### src/rtl/dmem_responder_if.sv
// rtl/dmem_responder_if.sv - data-memory port bundle between the MEM stage and the responder
//
// Signals:
//   dmemaddr   byte address (bit 0 must be 0 for a valid access)
//   dmemwdata  write data
//   dmemwrite  write enable for this cycle
//   dmemread   read enable for this cycle
//   dmemrdata  read data, combinational from the address
// Modports: master (pipeline side), slave (memory responder side).
interface dmem_responder_if;
    logic [15:0] dmemaddr;
    logic [15:0] dmemwdata;
    logic        dmemwrite;
    logic        dmemread;
    logic [15:0] dmemrdata;

    modport master (
        output dmemaddr,
        output dmemwdata,
        output dmemwrite,
        output dmemread,
        input  dmemrdata
    );

    modport slave (
        input  dmemaddr,
        input  dmemwdata,
        input  dmemwrite,
        input  dmemread,
        output dmemrdata
    );
endinterface

### src/rtl/dmem_responder.sv
// rtl/dmem_responder.sv - zero-wait-state data memory with LED/switch/counter I/O page
//
// Ports:
//   clock     system clock, rising edge
//   reset     asynchronous, active-high
//   bus       dmem_responder_if.slave: address, write data, read/write strobes, read data
//   switches  asynchronous external inputs, double-flop synchronised
//   leds      LED register
//   irq       match AND irq_en
module dmem_responder #(
    parameter int          ADDR_W  = 7,
    parameter logic [15:0] IO_BASE = 16'hFFF0
) (
    input  logic              clock,
    input  logic              reset,
    dmem_responder_if.slave   bus,
    input  logic [7:0]        switches,
    output logic [7:0]        leds,
    output logic              irq
);

    // Word index within the I/O page (byte offset / 2).
    localparam logic [2:0] REG_LEDS   = 3'd0;
    localparam logic [2:0] REG_SW     = 3'd1;
    localparam logic [2:0] REG_COUNT  = 3'd2;
    localparam logic [2:0] REG_CMP    = 3'd3;
    localparam logic [2:0] REG_STATUS = 3'd4;

    logic [15:0] mem [0:(1 << ADDR_W) - 1];

    logic [7:0]  sw_meta;
    logic [7:0]  sw_sync;
    logic [15:0] count;
    logic [15:0] cmp;
    logic        match;
    logic        misalign;
    logic        irq_en;

    logic              io_sel;
    logic [2:0]        reg_sel;
    logic [ADDR_W-1:0] ram_idx;
    logic              aligned;
    logic              io_wr;
    logic              ram_wr;
    logic              status_wr;
    logic              match_hit;
    logic              misalign_evt;
    logic [15:0]       rdata;

    assign io_sel    = (bus.dmemaddr[15:4] == IO_BASE[15:4]);
    assign reg_sel   = bus.dmemaddr[3:1];
    assign ram_idx   = bus.dmemaddr[ADDR_W:1];
    assign aligned   = ~bus.dmemaddr[0];
    assign io_wr     = bus.dmemwrite & aligned & io_sel;
    assign ram_wr    = bus.dmemwrite & aligned & ~io_sel;
    assign status_wr = io_wr & (reg_sel == REG_STATUS);

    // Compare against the registered counter; the flag lands one edge later.
    assign match_hit    = (count == cmp);
    assign misalign_evt = bus.dmemaddr[0] & (bus.dmemwrite | bus.dmemread);

    // Read path sees pre-edge state, so a simultaneous write returns the old value.
    always_comb begin
        rdata = 16'h0000;
        if (bus.dmemread && aligned) begin
            if (io_sel) begin
                case (reg_sel)
                    REG_LEDS:   rdata = {8'h00, leds};
                    REG_SW:     rdata = {8'h00, sw_sync};
                    REG_COUNT:  rdata = count;
                    REG_CMP:    rdata = cmp;
                    REG_STATUS: rdata = {13'h0000, irq_en, misalign, match};
                    default:    rdata = 16'h0000;
                endcase
            end else begin
                rdata = mem[ram_idx];
            end
        end
    end

    assign bus.dmemrdata = rdata;
    assign irq           = match & irq_en;

    // RAM contents survive reset.
    always_ff @(posedge clock) begin
        if (ram_wr) begin
            mem[ram_idx] <= bus.dmemwdata;
        end
    end

    always_ff @(posedge clock or posedge reset) begin
        if (reset) begin
            sw_meta  <= 8'h00;
            sw_sync  <= 8'h00;
            leds     <= 8'h00;
            count    <= 16'h0000;
            cmp      <= 16'h0000;
            match    <= 1'b0;
            misalign <= 1'b0;
            irq_en   <= 1'b0;
        end else begin
            sw_meta <= switches;
            sw_sync <= sw_meta;

            if (io_wr && reg_sel == REG_COUNT) begin
                count <= bus.dmemwdata;
            end else begin
                count <= count + 16'd1;
            end

            if (io_wr && reg_sel == REG_LEDS) begin
                leds <= bus.dmemwdata[7:0];
            end

            if (io_wr && reg_sel == REG_CMP) begin
                cmp <= bus.dmemwdata;
            end

            if (status_wr) begin
                irq_en <= bus.dmemwdata[2];
            end

            // Set has priority over a write-1-to-clear in the same cycle.
            match    <= match_hit | (match & ~(status_wr & bus.dmemwdata[0]));
            misalign <= misalign_evt | (misalign & ~(status_wr & bus.dmemwdata[1]));
        end
    end

endmodule
### src/flat_wrapper.sv
// flat-port wrapper written by rule: the top's interface ports become plain ports
module dmem_responder_flat 
#(
    parameter int          ADDR_W  = 7,
    parameter logic [15:0] IO_BASE = 16'hFFF0
)
  (clock, reset, switches, leds, irq, bus_dmemaddr, bus_dmemwdata, bus_dmemwrite, bus_dmemread, bus_dmemrdata);
  dmem_responder_if bus_i ();
  input  logic clock;
  input  logic reset;
  input  logic [7:0] switches;
  output logic [7:0] leds;
  output logic irq;
  input wire logic [$bits(bus_i.dmemaddr)-1:0] bus_dmemaddr;
  input wire logic [$bits(bus_i.dmemwdata)-1:0] bus_dmemwdata;
  input wire logic [$bits(bus_i.dmemwrite)-1:0] bus_dmemwrite;
  input wire logic [$bits(bus_i.dmemread)-1:0] bus_dmemread;
  output wire logic [$bits(bus_i.dmemrdata)-1:0] bus_dmemrdata;
  assign bus_i.dmemaddr = bus_dmemaddr;
  assign bus_i.dmemwdata = bus_dmemwdata;
  assign bus_i.dmemwrite = bus_dmemwrite;
  assign bus_i.dmemread = bus_dmemread;
  assign bus_dmemrdata = bus_i.dmemrdata;
  dmem_responder #(.ADDR_W(ADDR_W), .IO_BASE(IO_BASE)) u_core (.clock(clock), .reset(reset), .bus(bus_i), .switches(switches), .leds(leds), .irq(irq));
endmodule
### config.mk
export PLATFORM = sky130hd
export DESIGN_NAME = dmem_responder_flat
export DESIGN_NICKNAME = d
export VERILOG_FILES = /design/src/rtl/dmem_responder_if.sv /design/src/rtl/dmem_responder.sv /design/src/flat_wrapper.sv
export SDC_FILE = /design/constraint.sdc
export NUM_CORES = 2
export LEC_CHECK = 0
export ABC_CLOCK_PERIOD_IN_PS = 2980
export CORE_MARGIN = 3
export CORE_UTILIZATION = 50
export CTS_CLUSTER_DIAMETER = 30
export CTS_CLUSTER_SIZE = 40
export DETAILED_ROUTE_END_ITERATION = 16
export PLACE_DENSITY = 0.68
export SLEW_MARGIN = 5
export SYNTH_ARGS = -nofsm -noshare
export SYNTH_HDL_FRONTEND = slang
export SYNTH_SLANG_ARGS = --single-unit
### constraint.sdc
create_clock -name clock -period 2.98 [get_ports clock]
set_input_delay 0.596 -clock clock [delete_from_list [all_inputs] [get_ports clock]]
set_output_delay 0.596 -clock clock [all_outputs]
set_load 0.01 [all_outputs]
Word level (Yosys, flattened, before mapping)
Memory sizes are Yosys's and may differ from the RTL's.
Index checks and enable logic that the tools add are counted.
{"block": "word_totals", "elab_cells": 44, "input_bits": 44, "ramBits": 2048, "regBits": 59, "n_memories": 1, "output_inout_bits": 25}
{"block": "classes", "n_mux": 6, "addsub": 1, "n_eq_ne": 6, "n_reduce_logical": 5, "n_bitwise": 17}
{"memory": "u_core.mem", "words": 128, "width": 16, "read_ports": 1, "rd_ports_with_merged_regs": 0, "write_ports": 1, "line_no": "dmem_responder.sv:29", "rtl": "logic [15:0] mem [0:(1 << ADDR_W) - 1];"}
{"operator": "one-hot mux 16 bit (5 select lines)", "count": 1}
{"operator": "two-way mux 16 bit", "count": 3}
{"operator": "adder 16 x 1 -> 16 bit (second input constant)", "count": 1}
{"operator": "== test 16 bit", "count": 1}
{"operator": "== test 12 bit (second input constant)", "count": 1}
{"operator": "AND 1 bit", "count": 10}
{"operator": "== test 3 x 2 -> 1 bit (second input constant)", "count": 2}
{"operator": "logical AND 1 bit", "count": 4}
{"operator": "inverter 1 bit", "count": 4}
{"operator": "== test 3 x 1 -> 1 bit (second input constant)", "count": 1}
{"operator": "== test 3 bit (second input constant)", "count": 1}
{"operator": "zero test 3 bit", "count": 1}
{"operator": "OR 1 bit", "count": 3}
{"operator": "two-way mux 1 bit", "count": 2}

Logic depth before layout (Yosys ltp)
{"block": "logic_depth", "word_depth": 8, "ltp_mapped": 13, "depth_no_buf": 7}

Least setup slack after synthesis
No wires, ideal clock.
{"block": "synth_path", "kind": "input to register", "from": "input bus_dmemaddr[4]", "to": "memory u_core.mem[72][0], enable pin", "path_buffers": 4, "path_slack_ns": -0.251, "t_required_ns": 2.592, "stages": 10, "arrival_ns": 2.842, "setup_ns": 0.388, "path_cell_list": "buf_4 > buf_4 > and2_1 > buf_4 > nand2_1 > nor3_2 > nor2_1 > nand3_1 > buf_2 > nor2_1"}
{"block": "synth_between", "elab_chain_len": 5}
{"element": "start, declared", "line_no": "flat_wrapper.sv:14", "rtl": "input wire logic [$bits(bus_i.dmemaddr)-1:0] bus_dmemaddr;"}
{"element": "== test 12 bit", "line_no": "dmem_responder.sv:50", "rtl": "assign io_sel = (bus.dmemaddr[15:4] == IO_BASE[15:4]);"}
{"element": "inverter 1 bit", "line_no": "dmem_responder.sv:55", "rtl": "assign ram_wr = bus.dmemwrite & aligned & ~io_sel;"}
{"element": "AND 1 bit", "line_no": "dmem_responder.sv:55"}
{"element": "two-way mux 1 bit", "line_no": "dmem_responder.sv:86", "rtl": "if (ram_wr) begin"}
{"element": "two-way mux 1 bit (implied by the code)", "line_no": "dmem_responder.sv:87", "rtl": "mem[ram_idx] <= bus.dmemwdata;"}
{"element": "end, declared", "line_no": "dmem_responder.sv:29"}
Several ways; a longest one is shown, not always the timed one.

Worst setup path in the final report
{"block": "layout_path", "from": "input bus_dmemaddr[1]", "to": "output bus_dmemrdata[14]"}
{"block": "layout_between", "elab_chain_len": 4, "elab_cells_between_ends": 9, "cone_classes": "eq/ne (4); mux (3); reduce/logical (1); memory (1)"}
{"element": "branches (longest 2 deep; another with memory (128 x 16 bit))"}
{"element": "two-way mux 16 bit (*)", "line_no": "dmem_responder.sv:66", "rtl": "if (io_sel) begin"}
{"element": "two-way mux 16 bit (*)", "line_no": "dmem_responder.sv:65", "rtl": "if (bus.dmemread && aligned) begin"}
{"element": "end, declared", "line_no": "flat_wrapper.sv:18", "rtl": "output wire logic [$bits(bus_i.dmemrdata)-1:0] bus_dmemrdata;"}
Mark *: on every way between the ends.

==> results.sh <==
export IMPL_average_instance_area_after_synthesis_um2=18.5
export IMPL_yosys_area_share_simple_pct=4.04
export IMPL_placement_io_buffers=68
export IMPL_crit_path_max_fanout=7
export IMPL_p_per_area_nw_per_um2=745
export IMPL_topRoutingLayerUsed="met5"
export IMPL_synth_area_leader_cell="sky130_fd_sc_hd__edfxtp_1"
export IMPL_critical_path_cell_count=14
export IMPL_rr_worst_depth=6
export IMPL_met3RoutedLength_um=31700
export IMPL_total_leakage_power_nw=37.6
export IMPL_fin_skew_ps=10.9
export IMPL_area_occupied_by_multi_input_gates_um2=19800
export IMPL_synth_seq_area_share_pct=75.8
export IMPL_max_capacitance_violation_total=0
export IMPL_clock_path_buffers=4
export IMPL_finalWirelength_um=258000
export IMPL_syn_to_final_growth_pct=31.2
export IMPL_nets=5558
export IMPL_clkSlewWorstSetupHoldPaths_ps=60
export IMPL_path_class="in -> out"
export IMPL_via_count=51481
export IMPL_timing_max_transition_violations_final=0
export IMPL_mostFrequentLayoutCells="sky130_fd_sc_hd__edfxtp_1 (2048), sky130_fd_sc_hd__buf_4 (596), sky130_fd_sc_hd__clkbuf_16 (406)"
export IMPL_synth_edff_count=2048
export IMPL_synth_top_cells_by_area="sky130_fd_sc_hd__edfxtp_1 (74%), sky130_fd_sc_hd__mux4_2 (7.1%), sky130_fd_sc_hd__mux2i_1 (2.5%)"
export IMPL_worst_hold_path_num_cells=1
export IMPL_boundaryPins=69
export IMPL_achievable_frequency_mhz=246
export IMPL_drt_drc_violations_left=0
export IMPL_fin_crit_sh_pct=137
export IMPL_crit_family="buffers and inverters"
export IMPL_worst_setup_path_start="bus_dmemaddr[1]"
export IMPL_fin_crit_ps=4070
export IMPL_antenna_found_initial=12
export IMPL_grtUsageTotal_pct=29.8
export IMPL_tritoncts_clock_tree="yes"
export IMPL_layout_filler_cells=10190
export IMPL_ys_flop_type="sky130_fd_sc_hd__edfxtp_1"
export IMPL_die_width_um=414
export IMPL_timing_critical_path_required_ps=2380
export IMPL_ir_drop_mv=0.763
export IMPL_postSynthRegisterBits=2107
export IMPL_wl_met2_um=119000
export IMPL_r2r_start="u_core.count[5]"
export IMPL_synth_top_cell_area_share_pct=74.0
export IMPL_cts_root_buffer="sky130_fd_sc_hd__clkbuf_16"
export IMPL_initial_utilization_pct=50.7
export IMPL_muxShareOfSynthArea_pct=10.7
export IMPL_post_drt_wl_per_cell_um=32.2
export IMPL_placed_cells_incl_taps=7220
export IMPL_synthAdderAreaFrac_pct=0.0151
export IMPL_tightest_slew_ps=1020
export IMPL_htree_num_levels=5
export IMPL_detail_route_first_pass_iterations=8
export IMPL_netlist_instances=4502
export IMPL_detailedPlacementHpwl_um=156000
export IMPL_final_cell_count_no_fill=8004
export IMPL_critical_path_arrival_ps=3470
export IMPL_die_h_um=414
export IMPL_critical_path_slowest_cell="sky130_fd_sc_hd__nand4_1"
export IMPL_min_path_type="in -> reg"
export IMPL_syn_cell_area_um2=83100
export IMPL_register_area_um2=63000
export IMPL_largest_net_degree_at_the_start_of_global_routing=113
export IMPL_setup_tns_ps=-14700
export IMPL_routabilityCongestion=0.952
export IMPL_synth_compound_area_share_pct=6.97
export IMPL_asyncSetResetFlopFracSynth_pct=2.80
export IMPL_failed_checks="setup timing"
export IMPL_crit_path_cell_trace="buf_16, buf_12, buf_16, buf_6, and4b_2, buf_12, bufbuf_16, o2bb2ai_1, o22ai_1, nand4_1, a22o_4, o21ai_4, o21ai_2, buf_2"
export IMPL_detailedRoute_firstIterationViolations=8057
export IMPL_timing_critical_path_slowest_cell_delay_ps=470
export IMPL_via_per_inst=6.43
export IMPL_critPathCaptureType="output pin"
export IMPL_yosysUniqueCellTypes=71
export IMPL_layout_drive_gt1_share_pct=36.2
export IMPL_relSlewSlack_pct=32.1
export IMPL_mostFrequentLayoutCell="sky130_fd_sc_hd__edfxtp_1"
export IMPL_grt_pass1_vias=50519
export IMPL_insertion_delay_ps=910
export IMPL_worst_setup_path_start_kind="primary input"
export IMPL_critPathBufInv=7
export IMPL_largest_family_of_logic_cells_by_synthesized_area="multiplexers"
export IMPL_grt_first_pass_wirelength_um=364000
export IMPL_core_region_area_um2=164000
export IMPL_synthXorXnorAreaFrac_pct=0.316
export IMPL_tritoncts_num_buffers=395
export IMPL_detail_route_wirelength_met1_um=94500
export IMPL_die_area_um2=171000
export IMPL_hold_viol_final=0
export IMPL_report_final_setup_viol=16
export IMPL_clock_sinks=2107
export IMPL_final_antenna_net_count=0
export IMPL_result_of_the_run="finished, violations left"
export IMPL_rsz0062_at_grt="true"
export IMPL_final_setup_worst_slack_ps=-1090
export IMPL_warning_count_from_the_yosys_run=0
export IMPL_core_rowCount=148
export IMPL_min_from="bus_dmemwdata[10]"
export IMPL_globalRouteOverflowTotal=0
export IMPL_synth_fp_nets=4547
export IMPL_pre_cts_ws_ps=-2170
flip-flops by register name, indices dropped and copies added (netlist names):
register and flops:
u_core.cmp 16, u_core.mem 2048, u_core.misalign 1, u_core.leds 8
u_core.sw_sync 8, u_core.match 1, u_core.count 16, u_core.irq_en 1
u_core.sw_meta 8
per-layer routing:
| layer | global-route usage [%] | vias up |
|---|---|---|
| met3 | 7.58 | 658 |
| li1 | - | 20714 |
| met4 | 12.7 | 4 |
| met2 | 45.5 | 3823 |
| met1 | 41.2 | 26282 |
| met5 | 0 | - |
Yosys cell counts, drive strengths merged (83+ instances only):
master / number
a21oi: 239
buf: 208
clkbuf: 105
edfxtp: 2048
mux2: 83
mux2i: 210
mux4: 261
nand2: 86
nand3: 108
nor2: 220
o21ai: 103
o22ai: 166
o2bb2ai: 167
layout make-up:
cell class                 count  share of cell area, %
antenna                        2                0.00459
clock buffer                 445                   9.39
clock inverter               266                   2.65
inverter                      12                 0.0459
multi-input combinational   2070                   18.2
sequential                  2107                   57.7
tap                         2175                   2.50
timing repair buffer         927                   9.47
kinds of logic (layout without fill, tap and decap cells):
logic type | after synthesis | after routing
AOI/OAI and AO/OA | 854 | 854
buffers and inverters | 325 | 1650
adders and majority gates | 1 | 1
and+or+nand+nor | 631 | 631
xor gates and xnor gates | 30 | 30
other | 0 | 2
muxes | 554 | 554
DFF | 2107 | 2107
path summary, 6_finish.rpt:
kind / end / slack (ps)
min: u_core.mem[57][10] / 120
max reg2reg: u_core.count[15] / 1170
max: bus_dmemrdata[14] / -1090
min reg2reg: u_core.sw_sync[5] / 350
max in group asynchronous: u_core.count[11] / 2250
min in group asynchronous: u_core.count[6] / 240
report_power, final:
group	internal (mW)	switching (mW)	leakage, nW
clock	29.0	14.9	6.38
sequential	32.7	0.0523	19.2
combinational	1.84	2.86	12.1
total	63.5	17.8	37.6
worst register-to-register path, delay by kind of cell (launching register included):
family	cells	cell delay, ps
AND/OR/NAND/NOR	4	990
flip-flops	1	430
AO/OA/AOI/OAI	1	150
XOR/XNOR	1	170
stage by stage:
stage | total power, mW | cell area [µm²] | utilization [%] | hold slack [ps]
2_1_floorplan | 35.0 | 83100 | - | 331
3_3_place_gp | 37.3 | 93300 | 57.0 | 334
3_5_place_dp | 37.3 | 93300 | 57.0 | 335
4_1_cts | 81.3 | 108000 | 66.1 | 74.7
5_1_grt | 83.1 | 109000 | 66.5 | 92.5
6_report | 81.3 | 109000 | 66.5 | 122
timing repair:
| action | in CTS | in global routing |
|---|---|---|
| setup endpoints to repair | 1511 | 16 |
| pin swaps | 81 | 69 |
| hold buffers | 1 | 0 |
| gates cloned | 6 | 3 |
| setup buffers | 52 | 29 |
| resized for setup | 358 | 94 |
| hold endpoints to repair | 3 | 0 |
No activity file was read; power rests on OpenSTA's default activity.
